<file path="config.mk">
export PLATFORM = sky130hd
export DESIGN_NAME = cpu_controller
export DESIGN_NICKNAME = d
export VERILOG_FILES = /design/src/rtl/cpu_pkg.sv /design/src/rtl/cond_eval.sv /design/src/rtl/cpu_controller.sv
export SDC_FILE = /design/constraint.sdc
export NUM_CORES = 1
export LEC_CHECK = 0
export ABC_AREA = 0
export CAP_MARGIN = 10
export CELL_PAD_IN_SITES_DETAIL_PLACEMENT = 0
export CELL_PAD_IN_SITES_GLOBAL_PLACEMENT = 1
export CORE_AREA = 2 2 59 61
export DETAILED_ROUTE_END_ITERATION = 8
export DIE_AREA = 0 0 61 63
export GPL_TIMING_DRIVEN = 0
export HOLD_SLACK_MARGIN = 0.05
export PLACE_DENSITY = 0.79
export SKIP_LAST_GASP = 1
export SYNTH_ARGS = -nofsm -noshare
export SYNTH_HDL_FRONTEND = slang
export SYNTH_SLANG_ARGS = --single-unit
</file>
<file path="constraint.sdc">
create_clock -name clk -period 1.9 [get_ports clk]
set_input_delay 0.19 -clock clk [delete_from_list [all_inputs] [get_ports clk]]
set_output_delay 0.19 -clock clk [all_outputs]
set_load 0.05 [all_outputs]
</file>
<file path="src/rtl/cpu_pkg.sv">
// Shared encodings for the SimpleRISC control path: FSM states, instruction fields and mux selects.
// Branch-only states and encodings exist only when CPU_BRANCH_EN is defined.
package cpu_pkg;

    typedef enum logic [4:0] {
        S_RST,
        S_IF1,
        S_IF2,
        S_UPD,
        S_DEC,
        S_WR_IMM,
        S_GET_A,
        S_GET_B,
        S_ALU,
        S_WR_C,
        S_CMP,
        S_ADDR,
        S_LD_ADDR,
        S_MEM_RD,
        S_WR_M,
        S_GET_RD,
        S_PASS,
        S_MEM_WR,
        S_HALT
`ifdef CPU_BRANCH_EN
        ,
        S_BR,
        S_LINK_BL,
        S_LINK_BLX,
        S_JMP
`endif
    } state_t;

    // Which execute path an instruction follows once the shared states diverge.
    typedef enum logic [2:0] {
        C_MOV,
        C_ALU,
        C_CMP,
        C_LDR,
        C_STR
`ifdef CPU_BRANCH_EN
        ,
        C_JMP
`endif
    } iclass_t;

    localparam logic [2:0] OPC_MOV  = 3'b110;
    localparam logic [2:0] OPC_ALU  = 3'b101;
    localparam logic [2:0] OPC_LDR  = 3'b011;
    localparam logic [2:0] OPC_STR  = 3'b100;
    localparam logic [2:0] OPC_HALT = 3'b111;

    localparam logic [1:0] OP_MOV_IMM = 2'b10;
    localparam logic [1:0] OP_MOV_REG = 2'b00;
    localparam logic [1:0] OP_ADD     = 2'b00;
    localparam logic [1:0] OP_CMP     = 2'b01;
    localparam logic [1:0] OP_AND     = 2'b10;
    localparam logic [1:0] OP_MVN     = 2'b11;
    localparam logic [1:0] OP_MEM     = 2'b00;

    localparam logic [2:0] NSEL_NONE = 3'b000;
    localparam logic [2:0] NSEL_RN   = 3'b001;
    localparam logic [2:0] NSEL_RD   = 3'b010;
    localparam logic [2:0] NSEL_RM   = 3'b100;

    localparam logic [1:0] VSEL_C     = 2'b00;
    localparam logic [1:0] VSEL_IMM   = 2'b10;
    localparam logic [1:0] VSEL_MDATA = 2'b11;

    localparam logic [1:0] PC_SEL_INC = 2'b00;

    localparam logic [1:0] MEM_CMD_NONE  = 2'b00;
    localparam logic [1:0] MEM_CMD_READ  = 2'b01;
    localparam logic [1:0] MEM_CMD_WRITE = 2'b10;

`ifdef CPU_BRANCH_EN
    localparam logic [2:0] OPC_B    = 3'b001;
    localparam logic [2:0] OPC_CALL = 3'b010;

    localparam logic [1:0] OP_B   = 2'b00;
    localparam logic [1:0] OP_BL  = 2'b11;
    localparam logic [1:0] OP_BX  = 2'b00;
    localparam logic [1:0] OP_BLX = 2'b10;

    localparam logic [1:0] VSEL_PC    = 2'b01;
    localparam logic [1:0] PC_SEL_REL = 2'b01;
    localparam logic [1:0] PC_SEL_C   = 2'b10;
`endif

endpackage

</file>
<file path="src/rtl/cond_eval.sv">
// Branch condition evaluator: decides from cond and the Z/N/V flags whether a B<cond> is taken.
// Only built with CPU_BRANCH_EN; without it the controller has no branches to evaluate.
`ifdef CPU_BRANCH_EN
module cond_eval (
    input  logic [2:0] cond,
    input  logic       Z,
    input  logic       N,
    input  logic       V,
    output logic       taken
);

    always_comb begin
        taken = 1'b0;
        case (cond)
            3'b000:  taken = 1'b1;
            3'b001:  taken = Z;
            3'b010:  taken = !Z;
            3'b011:  taken = N ^ V;
            3'b100:  taken = (N ^ V) | Z;
            default: taken = 1'b0;
        endcase
    end

endmodule
`endif

</file>
<file path="src/rtl/cpu_controller.sv">
// Moore control FSM for the SimpleRISC CPU: fetch, decode and execute sequencing.
// Define CPU_BRANCH_EN to add B<cond>, BL, BX and BLX; otherwise opcodes 001/010 halt.
module cpu_controller (
    input  logic       clk,
    input  logic       reset_n,
    input  logic [2:0] opcode,
    input  logic [1:0] op,
    input  logic [2:0] cond,
    input  logic       Z,
    input  logic       N,
    input  logic       V,
    output logic [2:0] nsel,
    output logic [1:0] vsel,
    output logic       loada,
    output logic       loadb,
    output logic       loadc,
    output logic       loads,
    output logic       asel,
    output logic       bsel,
    output logic       write,
    output logic       load_ir,
    output logic       load_pc,
    output logic       reset_pc,
    output logic [1:0] pc_sel,
    output logic       addr_sel,
    output logic       load_addr,
    output logic [1:0] mem_cmd,
    output logic       halt
);

    import cpu_pkg::*;

    state_t  state, state_nxt;
    iclass_t cls, cls_nxt;

`ifdef CPU_BRANCH_EN
    logic taken;

    cond_eval u_cond_eval (
        .cond  (cond),
        .Z     (Z),
        .N     (N),
        .V     (V),
        .taken (taken)
    );
`else
    logic unused_branch_inputs;
    assign unused_branch_inputs = ^{cond, Z, N, V};
`endif

    // cls is captured in DEC so later states never re-read the instruction fields.
    always_ff @(posedge clk or negedge reset_n) begin
        if (!reset_n) begin
            state <= S_RST;
            cls   <= C_MOV;
        end else begin
            state <= state_nxt;
            cls   <= cls_nxt;
        end
    end

    always_comb begin
        // NOTE: every signal gets a default before the case so no path can infer a latch.
        state_nxt = state;
        cls_nxt   = cls;
        case (state)
            S_RST: state_nxt = S_IF1;
            S_IF1: state_nxt = S_IF2;
            S_IF2: state_nxt = S_UPD;
            S_UPD: state_nxt = S_DEC;
            S_DEC: begin
                state_nxt = S_HALT;
                case (opcode)
                    OPC_MOV: begin
                        if (op == OP_MOV_IMM) begin
                            state_nxt = S_WR_IMM;
                        end else if (op == OP_MOV_REG) begin
                            state_nxt = S_GET_B;
                            cls_nxt   = C_MOV;
                        end
                    end
                    OPC_ALU: begin
                        case (op)
                            OP_ADD, OP_AND: begin
                                state_nxt = S_GET_A;
                                cls_nxt   = C_ALU;
                            end
                            OP_CMP: begin
                                state_nxt = S_GET_A;
                                cls_nxt   = C_CMP;
                            end
                            OP_MVN: begin
                                state_nxt = S_GET_B;
                                cls_nxt   = C_ALU;
                            end
                            default: state_nxt = S_HALT;
                        endcase
                    end
                    OPC_LDR: begin
                        if (op == OP_MEM) begin
                            state_nxt = S_GET_A;
                            cls_nxt   = C_LDR;
                        end
                    end
                    OPC_STR: begin
                        if (op == OP_MEM) begin
                            state_nxt = S_GET_A;
                            cls_nxt   = C_STR;
                        end
                    end
`ifdef CPU_BRANCH_EN
                    OPC_B: begin
                        if (op == OP_B) state_nxt = taken ? S_BR : S_IF1;
                    end
                    OPC_CALL: begin
                        case (op)
                            OP_BL: state_nxt = S_LINK_BL;
                            OP_BX: begin
                                state_nxt = S_GET_RD;
                                cls_nxt   = C_JMP;
                            end
                            OP_BLX: begin
                                state_nxt = S_LINK_BLX;
                                cls_nxt   = C_JMP;
                            end
                            default: state_nxt = S_HALT;
                        endcase
                    end
`endif
                    OPC_HALT: state_nxt = S_HALT;
                    default:  state_nxt = S_HALT;
                endcase
            end
            S_GET_A:   state_nxt = (cls == C_LDR || cls == C_STR) ? S_ADDR : S_GET_B;
            S_GET_B: begin
                if (cls == C_MOV)      state_nxt = S_PASS;
                else if (cls == C_CMP) state_nxt = S_CMP;
                else                   state_nxt = S_ALU;
            end
            S_ALU:     state_nxt = S_WR_C;
            S_ADDR:    state_nxt = S_LD_ADDR;
            S_LD_ADDR: state_nxt = (cls == C_LDR) ? S_MEM_RD : S_GET_RD;
            S_MEM_RD:  state_nxt = S_WR_M;
            S_GET_RD:  state_nxt = S_PASS;
            S_PASS: begin
                case (cls)
                    C_MOV:   state_nxt = S_WR_C;
                    C_STR:   state_nxt = S_MEM_WR;
`ifdef CPU_BRANCH_EN
                    C_JMP:   state_nxt = S_JMP;
`endif
                    default: state_nxt = S_HALT;
                endcase
            end
            S_WR_IMM, S_WR_C, S_CMP, S_WR_M, S_MEM_WR: state_nxt = S_IF1;
            S_HALT:    state_nxt = S_HALT;
`ifdef CPU_BRANCH_EN
            S_BR, S_JMP: state_nxt = S_IF1;
            S_LINK_BL:   state_nxt = S_BR;
            S_LINK_BLX:  state_nxt = S_GET_RD;
`endif
            default:   state_nxt = S_RST;
        endcase
    end

    always_comb begin
        nsel      = NSEL_NONE;
        vsel      = VSEL_C;
        loada     = 1'b0;
        loadb     = 1'b0;
        loadc     = 1'b0;
        loads     = 1'b0;
        asel      = 1'b0;
        bsel      = 1'b0;
        write     = 1'b0;
        load_ir   = 1'b0;
        load_pc   = 1'b0;
        reset_pc  = 1'b0;
        pc_sel    = PC_SEL_INC;
        addr_sel  = 1'b0;
        load_addr = 1'b0;
        mem_cmd   = MEM_CMD_NONE;
        halt      = 1'b0;
        case (state)
            S_RST: begin
                reset_pc = 1'b1;
                load_pc  = 1'b1;
            end
            S_IF1: begin
                addr_sel = 1'b1;
                mem_cmd  = MEM_CMD_READ;
            end
            S_IF2: begin
                addr_sel = 1'b1;
                mem_cmd  = MEM_CMD_READ;
                load_ir  = 1'b1;
            end
            S_UPD: begin
                load_pc = 1'b1;
                pc_sel  = PC_SEL_INC;
            end
            S_WR_IMM: begin
                nsel  = NSEL_RN;
                vsel  = VSEL_IMM;
                write = 1'b1;
            end
            S_GET_A: begin
                nsel  = NSEL_RN;
                loada = 1'b1;
            end
            S_GET_B: begin
                nsel  = NSEL_RM;
                loadb = 1'b1;
            end
            S_ALU: loadc = 1'b1;
            S_WR_C: begin
                nsel  = NSEL_RD;
                vsel  = VSEL_C;
                write = 1'b1;
            end
            S_CMP: loads = 1'b1;
            S_ADDR: begin
                bsel  = 1'b1;
                loadc = 1'b1;
            end
            S_LD_ADDR: load_addr = 1'b1;
            S_MEM_RD:  mem_cmd = MEM_CMD_READ;
            S_WR_M: begin
                mem_cmd = MEM_CMD_READ;
                nsel    = NSEL_RD;
                vsel    = VSEL_MDATA;
                write   = 1'b1;
            end
            S_GET_RD: begin
                nsel  = NSEL_RD;
                loadb = 1'b1;
            end
            S_PASS: begin
                asel  = 1'b1;
                loadc = 1'b1;
            end
            S_MEM_WR: mem_cmd = MEM_CMD_WRITE;
            S_HALT:   halt = 1'b1;
`ifdef CPU_BRANCH_EN
            S_BR: begin
                load_pc = 1'b1;
                pc_sel  = PC_SEL_REL;
            end
            S_LINK_BL, S_LINK_BLX: begin
                nsel  = NSEL_RN;
                vsel  = VSEL_PC;
                write = 1'b1;
            end
            S_JMP: begin
                load_pc = 1'b1;
                pc_sel  = PC_SEL_C;
            end
`endif
            default: ;
        endcase
    end

endmodule
</file>
-- Word-level counts from Yosys, hierarchy flattened
Index checks and enable logic that the tools add are counted.
- add/subtract/negate cells: 0
- $mul: 0
- divide/modulo/power cells: 0
- magnitude comparators: 0
- equality and inequality tests: 32
- shift-type cells: 0
- multiplexer cells: 33
- bitwise gates (word level): 0
- reduce and logical (&&, ||, !) cells: 18
- operators by type and width (kind ; number):
    $pmux W5 S14 ; 1
    $eq A5 B4 Y1 const B ; 8
    $eq A5 B3 Y1 const B ; 4
    $mux W5 ; 4
    $pmux W5 S2 ; 2
    $eq A5 B5 Y1 const B ; 3
    $pmux W5 S3 ; 1
    $reduce_or A3 Y1 ; 5
    $mux W1 ; 13
    $eq A3 B3 Y1 const B ; 4
    $mux W3 ; 4
    $pmux W3 S4 ; 1
    $eq A5 B2 Y1 const B ; 2
    $reduce_or A2 Y1 ; 5
    $eq A3 B2 Y1 const B ; 3
    $pmux W3 S3 ; 1
    $ne A2 B2 Y1 const B ; 4
    $pmux W2 S2 ; 2
    $pmux W3 S2 ; 1
    $reduce_and A6 Y1 ; 1
    $reduce_or A6 Y1 ; 1
    $eq A5 B1 Y1 const B ; 1
    $logic_not A5 Y1 ; 1
    $eq A2 B2 Y1 const B ; 2
    other kinds (8) ; 9
- flip-flop bits (word level): 8
- latch bits: 0
- memory bits (writable): 0
- ROM bits: 0
- output and inout bits: 22
- memories: 0

-- Logic depth before layout (Yosys ltp)
- word-level depth: 5
- gate-level depth with buffers: 6

-- Least setup slack after synthesis
OpenSTA, ideal clock, no wires.
- path kind: reg2reg
- start point: register state[1]
- end point: register state[3]
- arrival time: 2.538 ns
- path slack: -0.702 ns
- cell stages (with the launch flop): 6
- path buffers: 1
- clock period less this slack: 2.602 ns
- cells stage by stage: dfrtp_1 clkbuf_1 nand2_1 nor4_1 o2bb2ai_1 or3_1
- word-level cells in the longest chain between the ends: 3
- ends and longest elaborated chain (item ; line ; source):
    start: declaration ; cpu_controller.sv:33 ; state_t state, state_nxt;
    start signal: assignment ; cpu_controller.sv:57 ; state <= state_nxt;
    $eq A5 B3 Y1 (tied with other cells) ; cpu_controller.sv:66 ; case (state)
    $reduce_or A6 Y1 (no line) ; -- ;
    $pmux W5 S14 * ; cpu_controller.sv:66 ;
    net state_nxt[3] ; cpu_controller.sv:33 ;
Mark *: on every way through the listed nets, which the timed path passes. The rest lies on a longest branch.
A chain may end at the register's enable or synchronous reset.

-- Worst setup path after layout
- start point: register state[1]
- end point: output port loadc
- word-level cells in the longest chain between the ends: 3
- ends and longest elaborated chain (item ; line ; source):
    $eq A5 B5 Y1 or $eq A5 B4 Y1 (tied branches) ; cpu_controller.sv:184 ; case (state)
    $reduce_or A3 Y1 (no line) * ; -- ;
    $mux W1 * ; cpu_controller.sv:184 ;
    end: declaration ; cpu_controller.sv:16 ; output logic loadc,
Mark *: on every way between the ends. The rest lies on a longest branch, timed or not.

==> reports/metrics.cfg <==
[detailed_routing]
drc_errors=0
vias=1055
dr.pass1.iters=4
viasPerCell=5.28
ant_nets=0
drt-total-wl_um=2770
drt_iter0_markers=31
wl_per_cell_um=13.8

[place]
dp_cells=198
finalWeightedCongestion=0.902
dpl.hpwl_um=2160
portBuffers=26
place_ws_ns=-0.566

[pwr]
p_leak_uw=0.000563
p_total_uw=2290
peakVddDrop_mv=0.501
power_density_nw_per_um2=1800

[final_layout]
utilization=0.393
diodes=0
nets=169
final_cells=200
area_growth_pct=39.7
drive_above_1_share=0.331

[cts]
clkLatencyLatePin_ns=0.25
cts.clk_slew.worst_paths_ns=0.05
root_buffer=clkbuf_4
ctsHoldBuffers=0
clkSinkCount=8
clock_path_buffers=2
cts_tree=done
cts_buffers=3
htreeDepth=1
cts_setup_buffers=0

[timing]
period_minus_slack_ns=1.85
hold_ws_ns=0.208
post-route-worst-setup-slack_ns=0.0525
skew_ns=0.00179
setup_viol=0
final_max_slew_viol_count=0
max_freq_mhz=541
finalHoldViolCount=0
finalCritPeriodShare=0.972
grt_setup_unrepaired=yes

[global_route]
grt_pass1_wl_um=4460
grt.total_usage=0.153
antenna_found_initial=0
grt_max_degree=11
grt-ovfl-total=0
first_global_vias=992

[worst_setup_path]
crit_arrival_ns=1.66
cp-startpoint=state[1]
critPathRequiredTime_ns=1.71
crit_fanout=10
worstSetupPathType=register to primary output
end_kind=primary output
r2r-end=state[2]
start_kind=register
worst-r2r-setup-slack_ns=0.29
r2r_start=state[3]
worstRegToRegCells=5

[floorplan]
die_area_sq_um=3840
ioPinCount=35
die_h_um=63
start_util=0.281
rows=21
die_w_um=61
core_area_sq_um=3230

[synthesis]
synth_ff_type=dfrtp_1
synth-seq-cells=8
syn_area_sq_um=908
synth_cell_types=46
synthArstFlopShare=1.00
yosysWarningCount=0
ys_seq_area_frac=0.220
syn_inst=125
postSynthAreaPerCell_sq_um=7.27
synth_edf_count=0

[status]
status=completed

[job]
max_cap_violations=0

[worst_hold_path]
hp-class=primary input to asynchronous set/reset pin

## flip-flops by register name, summed over array words and instances (netlist names)
register and cells:
state 5, cls 3
## critical path, cell delays in order (launching register included)
cell      delay [ns]
dfrtp_1         0.37
buf_2           0.19
nor2b_2         0.19
nand2b_1        0.20
o32a_1          0.20
nor2_2          0.09
buf_6           0.16
## cell usage in the layout, fill, tap and decap left out, types with 3 or more instances in the layout
cell	instances
nor2b_1	4
nor2_2	3
a21oi_1	4
nand2_1	7
nand2b_1	5
buf_2	12
dfrtp_1	8
clkdlybuf4s15_2	4
nor3_2	4
inv_1	7
clkdlybuf4s50_1	6
nor2_1	11
clkbuf_4	5
o21ai_0	4
nor3_1	8
mux2i_1	3
buf_6	3
o2bb2ai_1	3
buf_4	6
## synthesized netlist by cell type (all sizes together) (2+ instances only)
library cell,n,area share
nand2b,6,0.041
o32a,2,0.022
o21ai,6,0.041
inv,7,0.029
nor2b,5,0.034
nand2,7,0.029
mux2i,3,0.033
o22ai,2,0.014
nor3b,2,0.017
buf,6,0.037
nor3,12,0.066
dfrtp,8,0.22
a211oi,2,0.017
nand4b,2,0.019
a21oi,4,0.022
and3,3,0.022
clkbuf,5,0.021
o2bb2ai,3,0.029
nor4,4,0.028
nor2,14,0.058
## cell type report
cell class,count,area (sq um)
Multi-Input combinational cell,100,683
Sequential cell,8,200
Timing Repair Buffer,26,216
Inverter,7,26.3
Fill cell,353,1960
Clock buffer,3,22.5
Tap cell,46,57.6
Buffer,10,62.6
## per-stage QoR
stage               TNS, ns  area [sq um]
floorplan             -1.48           952
global placement      -6.74          1270
detailed placement    -6.88          1270
CTS                  -0.112          1260
global route        -0.0832          1270
finish                    0          1270
## power by group
group / switching (uW) / internal (uW) / leakage [uW]
Clock: 53.8 / 72.0 / 0.0000138
Combinational: 1250 / 585 / 0.000448
Sequential: 82.8 / 246 / 0.000100
Total: 1390 / 903 / 0.000563
## worst max path at each step
| stage | end | slack (ns) | depth (start not counted) |
|---|---|---|---|
| finish | loadc | 0.05 | 6 |
| detailed placement | bsel | -0.57 | 5 |
| floorplan | addr_sel | -0.34 | 4 |
| global route | addr_sel | -0.04 | 5 |
| CTS | bsel | -0.09 | 5 |
| global placement | bsel | -0.54 | 5 |
## cells by family (layout without fill, tap and decap cells)
logic type,after synthesis,in the layout,share of synthesized area
AND/OR/NAND/NOR,64,64,0.393
flip-flops,8,8,0.220
buffers and inverters,18,46,0.0868
other,1,2,0.00413
AO/OA/AOI/OAI,30,30,0.247
multiplexers,4,4,0.0496
## what timing repair did
action / in CTS / in global routing
gates resized for setup: 101 / 22
endpoints found under the setup margin: 20 / 17
pin swaps: 0 / 1
## metal layers
| layer | wire, um | track usage | up-vias |
|---|---|---|---|
| met4 | 39 | 0.0652 | 0 |
| met2 | 1390 | 0.249 | 47 |
| met1 | 1180 | 0.189 | 487 |
| met5 | 0 | 0 | - |
| li1 | - | - | 517 |
| met3 | 159 | 0.0331 | 4 |
No activity file was read; power rests on OpenSTA's default activity.
